`config.mk`:
```
export PLATFORM = sky130hd
export DESIGN_NAME = wb_arbiter
export DESIGN_NICKNAME = d
export VERILOG_FILES = /design/src/rtl/wb_arbiter.sv
export SDC_FILE = /design/constraint.sdc
export NUM_CORES = 1
export LEC_CHECK = 0
export ABC_CLOCK_PERIOD_IN_PS = 4030
export BUFFER_PORTS_ARGS = -buffer_cell sky130_fd_sc_hd__buf_4
export CAP_MARGIN = 5
export CORE_UTILIZATION = 47
export DETAILED_ROUTE_END_ITERATION = 12
export GPL_ROUTABILITY_DRIVEN = 0
export PLACE_DENSITY_LB_ADDON = 0.2
export SYNTH_ARGS = -nofsm -noshare
export SYNTH_HDL_FRONTEND = slang
export SYNTH_SLANG_ARGS = --single-unit
```
`constraint.sdc`:
```
create_clock -name clk -period 4.03 [get_ports clk]
set_input_delay 0.6045 -clock clk [delete_from_list [all_inputs] [get_ports clk]]
set_output_delay 0.6045 -clock clk [all_outputs]
set_load 0.02 [all_outputs]
```
`src/rtl/wb_arbiter.sv`:
```
// Round-robin write-back arbiter: three requesters share one register-file write port, registered output (1 cycle).
// Optional forwarding taps enabled by defining WB_FWD_EN.
module wb_arbiter #(
    parameter int DATA_W = 32,
    parameter int ADDR_W = 5
) (
    input  logic                  clk,
    input  logic                  rst_n,
    input  logic [2:0]            req_valid,
    output logic [2:0]            req_ready,
    input  logic [3*ADDR_W-1:0]   req_reg,
    input  logic [3*DATA_W-1:0]   req_data,
    input  logic                  rf_busy,
    input  logic                  flush,
    output logic                  rf_we,
    output logic [ADDR_W-1:0]     rf_waddr,
    output logic [DATA_W-1:0]     rf_wdata,
    output logic [15:0]           wb_count
`ifdef WB_FWD_EN
    ,
    input  logic [ADDR_W-1:0]     fwd_raddr_a,
    input  logic [ADDR_W-1:0]     fwd_raddr_b,
    output logic                  fwd_hit_a,
    output logic                  fwd_hit_b,
    output logic [DATA_W-1:0]     fwd_data
`endif
);

    logic [1:0]        last_q, last_d;
    logic [1:0]        start;
    logic [1:0]        gnt_idx;
    logic              xfer;
    logic [ADDR_W-1:0] sel_reg;
    logic [DATA_W-1:0] sel_data;
    logic              we_q, we_d;
    logic [ADDR_W-1:0] waddr_q, waddr_d;
    logic [DATA_W-1:0] wdata_q, wdata_d;
    logic [15:0]       cnt_q, cnt_d;

    always_comb begin
        case (last_q)
            2'd0:    start = 2'd1;
            2'd1:    start = 2'd2;
            default: start = 2'd0;
        endcase
    end

    // First valid requester at or after the start position, wrapping 2 -> 0.
    always_comb begin
        gnt_idx = 2'd0;
        case (start)
            2'd1: begin
                if (req_valid[1])      gnt_idx = 2'd1;
                else if (req_valid[2]) gnt_idx = 2'd2;
                else                   gnt_idx = 2'd0;
            end
            2'd2: begin
                if (req_valid[2])      gnt_idx = 2'd2;
                else if (req_valid[0]) gnt_idx = 2'd0;
                else                   gnt_idx = 2'd1;
            end
            default: begin
                if (req_valid[0])      gnt_idx = 2'd0;
                else if (req_valid[1]) gnt_idx = 2'd1;
                else                   gnt_idx = 2'd2;
            end
        endcase
    end

    always_comb begin
        req_ready = 3'b000;
        if (rst_n && !rf_busy && !flush && (|req_valid)) begin
            req_ready[gnt_idx] = 1'b1;
        end
    end

    assign xfer = |req_ready;

    always_comb begin
        case (gnt_idx)
            2'd1: begin
                sel_reg  = req_reg[ADDR_W +: ADDR_W];
                sel_data = req_data[DATA_W +: DATA_W];
            end
            2'd2: begin
                sel_reg  = req_reg[2*ADDR_W +: ADDR_W];
                sel_data = req_data[2*DATA_W +: DATA_W];
            end
            default: begin
                sel_reg  = req_reg[0 +: ADDR_W];
                sel_data = req_data[0 +: DATA_W];
            end
        endcase
    end

    // Writes to register 0 complete the handshake but never raise the write enable.
    always_comb begin
        last_d  = xfer ? gnt_idx : last_q;
        we_d    = xfer && (sel_reg != '0);
        waddr_d = xfer ? sel_reg : waddr_q;
        wdata_d = xfer ? sel_data : wdata_q;
        cnt_d   = (we_q && (cnt_q != 16'hFFFF)) ? cnt_q + 16'd1 : cnt_q;
    end

    always_ff @(posedge clk or negedge rst_n) begin
        if (!rst_n) begin
            last_q  <= 2'd2;
            we_q    <= 1'b0;
            waddr_q <= '0;
            wdata_q <= '0;
            cnt_q   <= 16'd0;
        end else begin
            last_q  <= last_d;
            we_q    <= we_d;
            waddr_q <= waddr_d;
            wdata_q <= wdata_d;
            cnt_q   <= cnt_d;
        end
    end

    assign rf_we    = we_q;
    assign rf_waddr = waddr_q;
    assign rf_wdata = wdata_q;
    assign wb_count = cnt_q;

`ifdef WB_FWD_EN
    assign fwd_hit_a = we_q && (waddr_q == fwd_raddr_a) && (fwd_raddr_a != '0);
    assign fwd_hit_b = we_q && (waddr_q == fwd_raddr_b) && (fwd_raddr_b != '0);
    assign fwd_data  = wdata_q;
`endif

endmodule

```
Word-level counts from Yosys, hierarchy flattened:

Cells that the tools add are included.

* muxes and demuxes: 13
* magnitude comparators: 2
* reductions and logical operators: 12
* add/subtract/negate cells: 1
* equal/unequal tests: 6

Operators with widths (number)
* $pmux W32 S2: 1
* $add A16 B1 Y16 const B: 1
* $ne A16 B16 Y1 const B: 1
* $mux W2: 5
* $pmux W5 S2: 1
* $pmux W2 S2: 2
* $eq A2 B1 Y1 const B: 3
* $logic_and A1 B1 Y1: 6
* $reduce_or A3 Y1: 2
* $reduce_bool A5 Y1: 1
* $eq A2 B2 Y1 const B: 2
* $lt A2 B3 Y1 const B: 1
* $mux W3: 1
* $demux W1 S2: 1
* $ge A2 B1 Y1 const B: 1
* $logic_not A1 Y1: 2
* $logic_not A2 Y1: 1
* $mux W1: 2

* register bits after elaboration: 56
* input bits: 118
* word-level logic and storage cells: 39

Logic depth before layout (Yosys ltp):

Gate-level depths: netlist of run 1.

* depth after elaboration: 11
* gate-level depth with buffers: 12
* depth with buffers taken out: 9

Worst setup path after synthesis of run 1:

Ideal clock, no wire load.

* path kind: input to output
* start point: in req_valid[2]
* end point: out req_ready[1]
* data arrival time: 2.155 ns
* required time: 3.425 ns
* path slack: 1.271 ns
* stages on the path: 7
* buffers on the path: 2
* cell sequence: or2b_1 -> a21oi_1 -> a31oi_1 -> ha_1 -> clkbuf_1 -> clkbuf_1 -> and2_1

* word-level cells in the longest chain between the ends: 8

RTL lines
* from (decl): RTL line 9 `input logic [2:0] req_valid,`
* $mux W2: RTL line 54 `else if (req_valid[2]) gnt_idx = 2'd2;`
* $mux W2: RTL line 53 `if (req_valid[1]) gnt_idx = 2'd1;`
* $pmux W2 S2: RTL line 51 `case (start)`
* $lt A2 B3 Y1 (not written as such) or $ge A2 B1 Y1 (tied branches): RTL line 73 `req_ready[gnt_idx] = 1'b1;`
* $logic_and A1 B1 Y1 (not written as such): RTL line 73
* $mux W1 (not written as such): RTL line 73
* $demux W1 S2: RTL line 73
* $mux W3 *: RTL line 72 `if (rst_n && !rf_busy && !flush && (|req_valid)) begin`
* to (decl): RTL line 10 `output logic [2:0] req_ready,`

Every way passes the cells marked *; elsewhere a longest branch is shown, timed or not.

Final worst setup path of run 1:

* start point: reg last_q[1]
* end point: out req_ready[1]

* word-level cells in the longest chain between the ends: 9

RTL lines
* from (decl): RTL line 29 `logic [1:0] last_q, last_d;`
* from (signal assigned): RTL line 113 `last_q <= last_d;`
* $eq A2 B1 Y1 or $logic_not A2 Y1 (tied branches): RTL line 41 `case (last_q)`
* $pmux W2 S2 *: RTL line 41
* $eq A2 B2 Y1 or $eq A2 B1 Y1 (tied branches): RTL line 51
* $pmux W2 S2 *: RTL line 51
* $lt A2 B3 Y1 (not written as such) or $ge A2 B1 Y1 (tied branches): RTL line 73
* $logic_and A1 B1 Y1 (not written as such): RTL line 73
* $mux W1 (not written as such): RTL line 73
* $demux W1 S2 *: RTL line 73
* $mux W3 *: RTL line 72

Marked as above.

==> impl_metrics.csv, run 1 <==
group,metric,value,unit
drt,avgViaCountPerCell,5.37,
grt,grt-ovfl-total,0,
pwr,ir_drop,0.000370,V
sta,finalMaxSlewViolations,0,
clock_network,htree_num_levels,2,
floorplan,start_util,0.497,
synth,avgSynthCellArea,8.75,um^2
drt,drt-met1-wl,3390,um
clock_network,ctsHoldBuffers,0,
setup_path,worst_path_max_delay_cell,"dfstp_2",
setup_path,endpoint_kind,"output pin",
drt,vias,3103,
pwr,clockPowerShare,0.124,
setup_path,critPathMaxStageDelay,0.57,ns
layout,drive_above_1_share,0.384,
floorplan,ioPinCount,175,
synth,netlist_instances,344,
synth,syn_area,0.00301,mm^2
floorplan,core,0.00606,mm^2
sta,max_clock_freq,0.342,GHz
clock_network,clock-sinks,56,
sta,tns,0,ns
layout,layout.cells.non_filler,578,
pwr,pwr-share-seq,0.321,
flow_run,drv_cap,0,
drt,wl,8480,um
sta,skew,0.0101,ns
synth,ys.flop_type,"dfrtp_1",
setup_path,crit_type,"register to output pin",
synth,synth_largest_area_cell,"dfrtp_1",
setup_path,cp_cell_sequence,"or2b_1 -> a21oi_1 -> a31oi_1 -> ha_1 -> buf_4 -> and2_1 -> buf_4",
setup_path,arrival,2.32,ns
sta,fin_crit_sh,0.725,
pwr,swShare,0.437,
synth,yosys.area.top_type_share,0.457,
setup_path,r2r_cells,7,
sta,finalHoldViolations,0,
pwr,static-leakage-power,2.22,nW
grt,grt_pass1_vias,2901,
clock_network,post-cts-setup-buffers,0,
layout,area_growth,46.8,%
drt,dr.first_iter.drc_count,93,
drt,wl_met2,4310,um
sta,rsz0062_at_grt,"false",
synth,ys_warn_count,0,
floorplan,die_h,82.1,um
drt,ant_nets,0,
pwr,switchingPower,1.25,mW
grt,grt_start_max_net_pins,80,
drt,highest-signal-layer,"met4",
setup_path,worstSetupStartpointType,"register",
synth,ys_types,37,
drt,route.detailed.drc,0,
setup_path,cp-startpoint,"last_q[1]$_DFFE_PN1P_",
pwr,internal_power,1.61,mW
setup_path,rrSetupSlack,1.41,ns
place,port_buffers,174,
clock_network,cts_buffers,5,
sta,period_minus_slack,2.92,ns
setup_path,worstReg2RegEnd,"rf_wdata[7]$_DFFE_PN0P_",
synth,synth.ff_latch_count,56,
pwr,p_per_area,646,mW/mm^2
min_path,hp-class,"primary input to asynchronous set/reset pin",
clock_network,cts_resized,0,
sta,max_slew_margin,0.537,
drt,drtPass1Iterations,4,
place,place_inst,570,
sta,tightest_slew,0.694,ns
status,outcome,"complete, no violations",
layout,insertedDiodeCount,0,
setup_path,cpMostUsedCell,"buf_4",
pwr,comb_power_share,0.555,
sta,setup_violations,0,
grt,antenna_found_initial,0,
drt,wire_per_inst,14.7,um
clock_network,clk_latency,0.30,ns
drt,wl_met3,559,um
floorplan,die_w,82.1,um
synth,yosys-top-cells-area,"dfrtp_1 (46%), o21ai_0 (12%), nand2_1 (9.8%)",
synth,synth_nets,466,
setup_path,critical_path_required,3.43,ns
synth,synth_edf_count,0,
place,hpwl,6560,um
floorplan,die_area,0.00673,mm^2
clock_network,clockBufferDepth,2,
synth,synth-async-reset-ratio,1.00,
clock_network,ctsRootBufferMaster,"clkbuf_8",
grt,grt_use_total,0.254,
grt,grt_pass1_wl,13000,um
clock_network,path_clk_slew,0.10,ns
floorplan,row_count,28,
synth,ys_seq_area_frac,0.466,
layout,layout.nets,624,
setup_path,reg2reg_from,"last_q[1]$_DFFE_PN1P_",
clock_network,cts_tree,"yes",
setup_path,crit_path_max_fanout,38,
==> synthesized netlist by cell type (2+ instances only) <==
master,number
nand2b_1,2
a22o_1,3
and4_1,4
and3_1,2
buf_2,6
nand4_1,5
a21oi_1,2
dfrtp_1,55
inv_1,3
xnor2_1,9
clkbuf_1,14
buf_6,3
nand3_1,5
a22oi_1,34
and2_1,7
buf_1,4
xor2_1,3
o21ai_1,2
o21ai_2,2
mux2i_1,3
mux2_2,2
nor2_1,3
nor3_1,6
nand2_1,79
ha_1,4
o21ai_0,71
==> final cells by class <==
| cell class | count | area, um^2 |
|---|---|---|
| fillers | 498 | 1640 |
| multi-input cells | 258 | 1470 |
| flip-flops and latches | 56 | 1400 |
| repair buffers | 178 | 1340 |
| well taps | 75 | 93.8 |
| clock buffers | 6 | 72.6 |
| clock inverters | 2 | 35.0 |
| inverters | 3 | 11.3 |
==> worst max-delay path by stage <==
stage	endpoint	slack (ns)	cells past startpoint
finish	req_ready[1]	1.11	7
global route	req_ready[2]	0.92	6
CTS	req_ready[1]	1.10	7
detailed placement	rf_wdata[16]$_DFFE_PN0P_	1.20	9
global placement	req_ready[1]	1.28	8
floorplan	req_ready[1]	1.27	7
==> critical path, delay by kind of cell, from the launching register on <==
family                     cells  cell delay [ns]
and+or+nand+nor                2             0.29
adders and majority gates      1             0.25
buffers and inverters          2             0.49
DFF                            1             0.57
AOI/OAI and AO/OA              2             0.40
==> routing by layer <==
| layer | global-route usage | vias to the layer above |
|---|---|---|
| met5 | 0 | - |
| met4 | 0.0947 | 0 |
| met3 | 0.0667 | 16 |
| met2 | 0.454 | 110 |
| met1 | 0.287 | 1444 |
| li1 | - | 1533 |
==> registers in the layout (all words and copies together), names as in the netlist <==
register,cells
wb_count,16
last_q,2
rf_wdata,32
rf_waddr,5
rf_we,1
==> through the flow <==
stage	setup WS [ns]	hold WS (ns)	area [um^2]	utilization	total power, mW
floorplan	1.27	0.309	3010	-	1.88
global placement	1.28	0.465	4310	0.712	2.47
detailed placement	1.20	0.471	4310	0.712	2.52
CTS	1.10	0.457	4420	0.729	2.87
global route	0.923	0.480	4420	0.729	3.09
finish	1.11	0.429	4420	0.729	2.86
==> cell usage in the layout, fill, tap and decap left out, types with 2 or more instances in the layout <==
| master | count |
|---|---|
| nor2_1 | 3 |
| mux2_2 | 2 |
| nand2_1 | 79 |
| nand4_1 | 5 |
| and3_1 | 2 |
| a22oi_1 | 34 |
| and2_1 | 7 |
| o21ai_1 | 2 |
| inv_1 | 3 |
| clkbuf_8 | 5 |
| ha_1 | 3 |
| nand3_1 | 5 |
| buf_4 | 178 |
| nand2b_1 | 2 |
| nor3_1 | 6 |
| and4_1 | 4 |
| o21ai_2 | 2 |
| mux2i_1 | 3 |
| o21ai_0 | 71 |
| a22o_1 | 3 |
| dfrtp_1 | 55 |
| xor2_1 | 3 |
| xnor2_1 | 9 |
| a21oi_1 | 2 |
==> cell families after synthesis <==
| logic type | count (synthesis) | share of synthesized area |
|---|---|---|
| AO/OA/AOI/OAI | 121 | 0.244 |
| AND/OR/NAND/NOR | 116 | 0.174 |
| flip-flops | 56 | 0.466 |
| buffers and inverters | 30 | 0.0474 |
| XOR/XNOR | 12 | 0.0349 |
| multiplexers | 5 | 0.0174 |
| adder cells (fa/ha/maj) | 4 | 0.0166 |
==> power by group through the flow <==
stage	clock network, mW	logic, mW	registers, mW
finish	0.355	1.58	0.916
global route	0.387	1.76	0.945
CTS	0.363	1.59	0.916
detailed placement	0	1.60	0.924
global placement	0	1.56	0.916
floorplan	0	0.719	1.16
Note: power is estimated with default switching activity, not from simulation.
==> run 2: changes to the inputs <==
- ABC_AREA: not set -> 1
- ABC_CLOCK_PERIOD_IN_PS: 4030 -> 2600
- CORE_UTILIZATION: 47 -> 42
- clock period: 4.03 -> 2.6 ns (I/O delays scaled with it)
==> run 2 against run 1 <==
Net effect: global-route usage fell by 0.88 points; power rose by 76%; critical endpoint is now req_ready[2]; non-clock buffer count rose by 7; largest power group unchanged.
==> impl_metrics.csv, run 2 <==
group,metric,value,unit
floorplan,die_w,92,um
grt,grt_use_total,0.245,
setup_path,cp_cell_sequence,"inv_1 -> nand4_1 -> o211ai_1 -> inv_1 -> ha_1 -> inv_1 -> nor2_1 -> buf_4",
synth,yosys.area.top_type_share,0.405,
synth,synth_edf_count,0,
pwr,comb_power_share,0.598,
flow_run,drv_cap,0,
clock_network,ctsRootBufferMaster,"clkbuf_8",
sta,finalMaxSlewViolations,0,
floorplan,row_count,32,
layout,layout.nets,811,
pwr,static-leakage-power,2.65,nW
pwr,p_per_area,1010,mW/mm^2
floorplan,core,0.00777,mm^2
setup_path,crit_type,"register to output pin",
pwr,switchingPower,2.31,mW
drt,route.detailed.drc,0,
grt,grt_start_max_net_pins,57,
layout,area_growth,45.9,%
pwr,internal_power,2.71,mW
floorplan,die_h,92,um
sta,skew,0.00675,ns
synth,ys_seq_area_frac,0.412,
grt,grt_pass1_vias,3760,
clock_network,cts_tree,"yes",
place,hpwl,7710,um
setup_path,worstSetupStartpointType,"register",
synth,syn_area,0.00340,mm^2
clock_network,clk_latency,0.31,ns
synth,netlist_instances,520,
place,port_buffers,174,
setup_path,critical_path_required,2.21,ns
layout,final_common_cell,"nand2_1",
layout,nFillCells,735,
pwr,pwr-share-seq,0.279,
drt,wire_per_inst,12.7,um
clock_network,clockBufferDepth,2,
synth,ys_warn_count,0,
setup_path,worst_path_max_delay_cell,"dfstp_2",
synth,synth_nets,642,
floorplan,ioPinCount,175,
clock_network,cts_resized,0,
synth,synth_largest_area_cell,"dfrtp_1",
layout,multi_input_area,0.00180,mm^2
min_path,hp-class,"primary input to asynchronous set/reset pin",
layout,seqCellArea,0.00140,mm^2
synth,synthTopCellsByCount,"nand2_1 (244), a21oi_1 (64), nor2_1 (59), dfrtp_1 (55), inv_1 (27)",
floorplan,die_area,0.00846,mm^2
layout,final_util,0.639,
drt,ant_nets,0,
pwr,fin_total_pwr,5.02,mW
synth,synth.ff_latch_count,56,
pwr,clockPowerShare,0.123,
synth,synth-async-reset-ratio,1.00,
sta,setup_violations,0,
setup_path,endpoint_kind,"output pin",
sta,rsz0062_at_grt,"false",
clock_network,path_clk_slew,0.10,ns
synth,ys_types,26,
sta,max_clock_freq,0.426,GHz
layout,insertedDiodeCount,0,
floorplan,start_util,0.438,
synth,yosys.cell_count.top_type,"nand2_1",
synth,ys.flop_type,"dfrtp_1",
drt,dr.first_iter.drc_count,128,
clock_network,ctsHoldBuffers,0,
drt,avgViaCountPerCell,4.89,
setup_path,cpMostUsedCell,"inv_1",
clock_network,cts_buffers,5,
grt,grt-ovfl-total,0,
pwr,ir_drop,0.000834,V
setup_path,arrival,1.96,ns
setup_path,critPathMaxStageDelay,0.56,ns
synth,yosys-top-cells-area,"dfrtp_1 (40%), nand2_1 (27%), a21oi_1 (9.4%)",
clock_network,post-cts-setup-buffers,0,
pwr,swShare,0.460,
grt,grt_pass1_wl,16600,um
sta,tns,0,ns
layout,drive_above_1_share,0.296,
sta,tightest_slew,0.701,ns
layout,largest_register_ffs,32,
sta,period_minus_slack,2.35,ns
grt,antenna_found_initial,0,
layout,layout_common_cells,"nand2_1 (244), buf_4 (184), a21oi_1 (64)",
clock_network,clock-sinks,56,
status,outcome,"complete, no violations",
drt,drtPass1Iterations,4,
sta,finalHoldViolations,0,
sta,max_slew_margin,0.533,
drt,vias,3871,
sta,fin_crit_sh,0.903,
clock_network,htree_num_levels,2,
synth,avgSynthCellArea,6.54,um^2
setup_path,crit_path_max_fanout,7,
drt,wl,10100,um
run 2: worst paths after layout:
| kind | start | end | slack (ns) | cells after the start |
|---|---|---|---|---|
| min reg2reg | rf_waddr[0]$_DFFE_PN0P_ | rf_waddr[0]$_DFFE_PN0P_ | 0.49 | 2 |
| min in group clk | req_reg[1] | rf_waddr[1]$_DFFE_PN0P_ | 0.41 | 5 |
| max in group asynchronous | rst_n | wb_count[13]$_DFFE_PN0P_ | 1.88 | 2 |
| min | rst_n | rf_wdata[24]$_DFFE_PN0P_ | 0.26 | 2 |
| max | last_q[1]$_DFFE_PN1P_ | req_ready[2] | 0.25 | 8 |
| max reg2reg | last_q[1]$_DFFE_PN1P_ | rf_wdata[18]$_DFFE_PN0P_ | 0.36 | 10 |
run 2: per-layer routing:
metal / GRT usage / vias to the layer above / part of all wire
li1: - / 1967 / -
met1: 0.294 / 1737 / 0.40
met2: 0.434 / 150 / 0.50
met3: 0.0539 / 17 / 0.075
met4: 0.0781 / 0 / 0.021
met5: 0 / - / 0
run 2: power groups by stage:
stage	clock network (mW)	logic, mW	registers (mW)
final	0.619	3.00	1.40
after global routing	0.664	3.34	1.44
after CTS	0.636	3.01	1.40
after detailed placement	0	3.00	1.41
after global placement	0	2.95	1.40
after floorplan	0	1.54	1.75
run 2: final cells by class:
class	instances	area share
clock buffers	7	0.0194
repair buffers	185	0.282
multi-input cells	413	0.363
inverters	28	0.0212
clock inverters	1	0.00605
flip-flops and latches	56	0.283
well taps	102	0.0257
run 2: logic make-up (layout without fill, tap and decap cells):
kind of cell,after synthesis,in the layout,share of synthesized area
fa+ha+maj,4,4,0.0147
xor+xnor,5,5,0.0129
buf+inv,51,221,0.0625
simple gates,328,328,0.382
flops,56,56,0.412
compound gates,76,76,0.115
run 2: through the flow:
step | instance area, um^2 | std cells | hold slack [ns] | worst slack (ns)
2_1_floorplan | 3400 | 520 | 0.0944 | 0.343
3_3_place_gp | 4840 | 784 | 0.463 | 0.467
3_5_place_dp | 4840 | 784 | 0.466 | 0.383
4_1_cts | 4960 | 792 | 0.281 | 0.261
5_1_grt | 4960 | 792 | 0.310 | 0.116
6_report | 4960 | 792 | 0.258 | 0.252
run 2: worst max-delay path: cells and delay by family, from the launching register on:
kind | cells | cell delay (ns)
buffers and inverters | 4 | 0.41
flip-flops | 1 | 0.56
adder cells (fa/ha/maj) | 1 | 0.34
AO/OA/AOI/OAI | 1 | 0.14
AND/OR/NAND/NOR | 2 | 0.21
==> run 3: changes to the inputs <==
- CORE_UTILIZATION: 42 -> 30
- MAX_ROUTING_LAYER: not set -> met4
==> run 3 against run 2 <==
Net effect: first-iteration DRC count increased by 64%; cell count increased by 4.5%; clock skew decreased by 0.0032 ns; combinational power increased by 2%; clock power increased by 23%; final area increased by 2.0%; sequential power about the same; largest cell class unchanged; wire length increased by 9.3%; largest power group unchanged; flip-flop and latch count unchanged; non-clock buffer count decreased by 2; worst setup slack got worse by 0.086 ns; sequential share of layout area decreased by 0.55 points.
==> impl_metrics.csv, run 3 (synthesis gave the netlist of run 2 again) <==
group,metric,value,unit
drt,wire_per_inst,13.3,um
drt,route.detailed.drc,0,
pwr,clockPowerShare,0.145,
drt,drtPass1Iterations,7,
floorplan,die_area,0.0118,mm^2
layout,final_util,0.463,
floorplan,row_count,38,
sta,skew,0.00351,ns
layout,area_growth,48.8,%
grt,grt_pass1_vias,3862,
setup_path,worstSetupStartpointType,"register",
setup_path,critical_path_required,2.21,ns
sta,tns,0,ns
layout,drive_above_1_share,0.292,
drt,dr.first_iter.drc_count,210,
flow_run,drv_cap,0,
drt,vias,3875,
layout,layout_common_cells,"nand2_1 (244), buf_4 (179), a21oi_1 (64)",
clock_network,path_clk_slew,0.07,ns
status,outcome,"complete, no violations",
layout,layout.nets,809,
drt,avgViaCountPerCell,4.68,
clock_network,post-cts-setup-buffers,0,
grt,antenna_found_initial,0,
pwr,comb_power_share,0.583,
setup_path,crit_path_max_fanout,40,
place,port_buffers,174,
floorplan,die_w,108,um
sta,fin_crit_sh,0.936,
clock_network,cts_buffers,5,
drt,wl,11000,um
grt,grt-ovfl-total,0,
floorplan,ioPinCount,175,
floorplan,core,0.0109,mm^2
layout,layout.cells.non_filler,828,
layout,largest_register_ffs,32,
clock_network,clockBufferDepth,2,
setup_path,arrival,2.04,ns
sta,finalHoldViolations,0,
sta,finalMaxSlewViolations,0,
grt,grt_pass1_wl,18000,um
sta,period_minus_slack,2.43,ns
clock_network,cts_tree,"yes",
sta,tightest_slew,0.754,ns
clock_network,clock-sinks,56,
pwr,internal_power,2.83,mW
place,hpwl,8250,um
place,place_inst,820,
drt,ant_nets,0,
pwr,switchingPower,2.40,mW
floorplan,start_util,0.311,
grt,grt_start_max_net_pins,57,
min_path,hp-class,"primary input to asynchronous set/reset pin",
sta,whs,0.267,ns
place,placed_area,0.00489,mm^2
pwr,swShare,0.458,
grt,grt_use_total,0.201,
layout,final_common_cell,"nand2_1",
pwr,ir_drop,0.000423,V
clock_network,htree_num_levels,2,
sta,rsz0062_at_grt,"false",
sta,setup_violations,0,
sta,max_clock_freq,0.411,GHz
pwr,pwr-share-seq,0.272,
layout,fin_area,0.00506,mm^2
setup_path,rrSetupSlack,0.36,ns
clock_network,ctsRootBufferMaster,"clkbuf_16",
pwr,p_per_area,1030,mW/mm^2
floorplan,die_h,108,um
clock_network,clk_latency,0.29,ns
layout,insertedDiodeCount,0,
setup_path,crit_type,"register to output pin",
pwr,static-leakage-power,2.67,nW
setup_path,endpoint_kind,"output pin",
sta,max_slew_margin,0.498,
==> run 3: repair_timing <==
item | CTS | global route
hold buffers | 0 | 0
setup endpoints to repair | 0 | 1
gates resized for setup | 0 | 1
==> run 3: through the flow <==
stage / setup slack [ns] / power [mW]
after detailed placement: 0.323 / 4.51
after floorplan: 0.343 / 3.29
final: 0.166 / 5.23
after global placement: 0.413 / 4.46
after global routing: 0.0296 / 5.70
after CTS: 0.0774 / 5.29
==> run 3: worst max-delay path, cell delays in order (launching register included) <==
cell	delay (ns)
dfstp_2	0.55
inv_1	0.07
nand3_1	0.08
o211ai_1	0.14
inv_1	0.11
ha_1	0.16
buf_6	0.29
inv_1	0.07
nor2_1	0.13
buf_4	0.16
==> run 3: final timing paths <==
check / start / endpoint / cells past startpoint
max: last_q[1]$_DFFE_PN1P_ / req_ready[2] / 9
min: rst_n / wb_count[2]$_DFFE_PN0P_ / 2
max reg2reg: last_q[1]$_DFFE_PN1P_ / rf_wdata[16]$_DFFE_PN0P_ / 10
min reg2reg: rf_waddr[0]$_DFFE_PN0P_ / rf_waddr[0]$_DFFE_PN0P_ / 2
max in group asynchronous: rst_n / rf_waddr[2]$_DFFE_PN0P_ / 2
min in group clk: req_reg[1] / rf_waddr[1]$_DFFE_PN0P_ / 5
==> run 3: final cells by class <==
cell class / count / area [um^2]
Clock buffer: 6 / 129
Tap cell: 140 / 175
Sequential cell: 56 / 1400
Inverter: 28 / 105
Multi-Input combinational cell: 413 / 1800
Clock inverter: 2 / 35.0
Timing Repair Buffer: 183 / 1420
Fill cell: 1167 / 5870
==> run 3: per-layer routing <==
| layer | vias to the layer above | track usage | wire length, um |
|---|---|---|---|
| li1 | 1964 | - | - |
| met1 | 1761 | 0.246 | 4720 |
| met2 | 138 | 0.333 | 5440 |
| met3 | 12 | 0.0386 | 668 |
| met4 | 0 | 0.0637 | 184 |
| met5 | - | - | 0 |
==> run 3: power by group through the flow <==
stage	sequential [mW]	clock, mW	combinational (mW)
6_report	1.42	0.759	3.05
2_1_floorplan	1.75	0	1.54
3_3_place_gp	1.43	0	3.03
5_1_grt	1.47	0.812	3.41
3_5_place_dp	1.42	0	3.08
4_1_cts	1.43	0.782	3.08
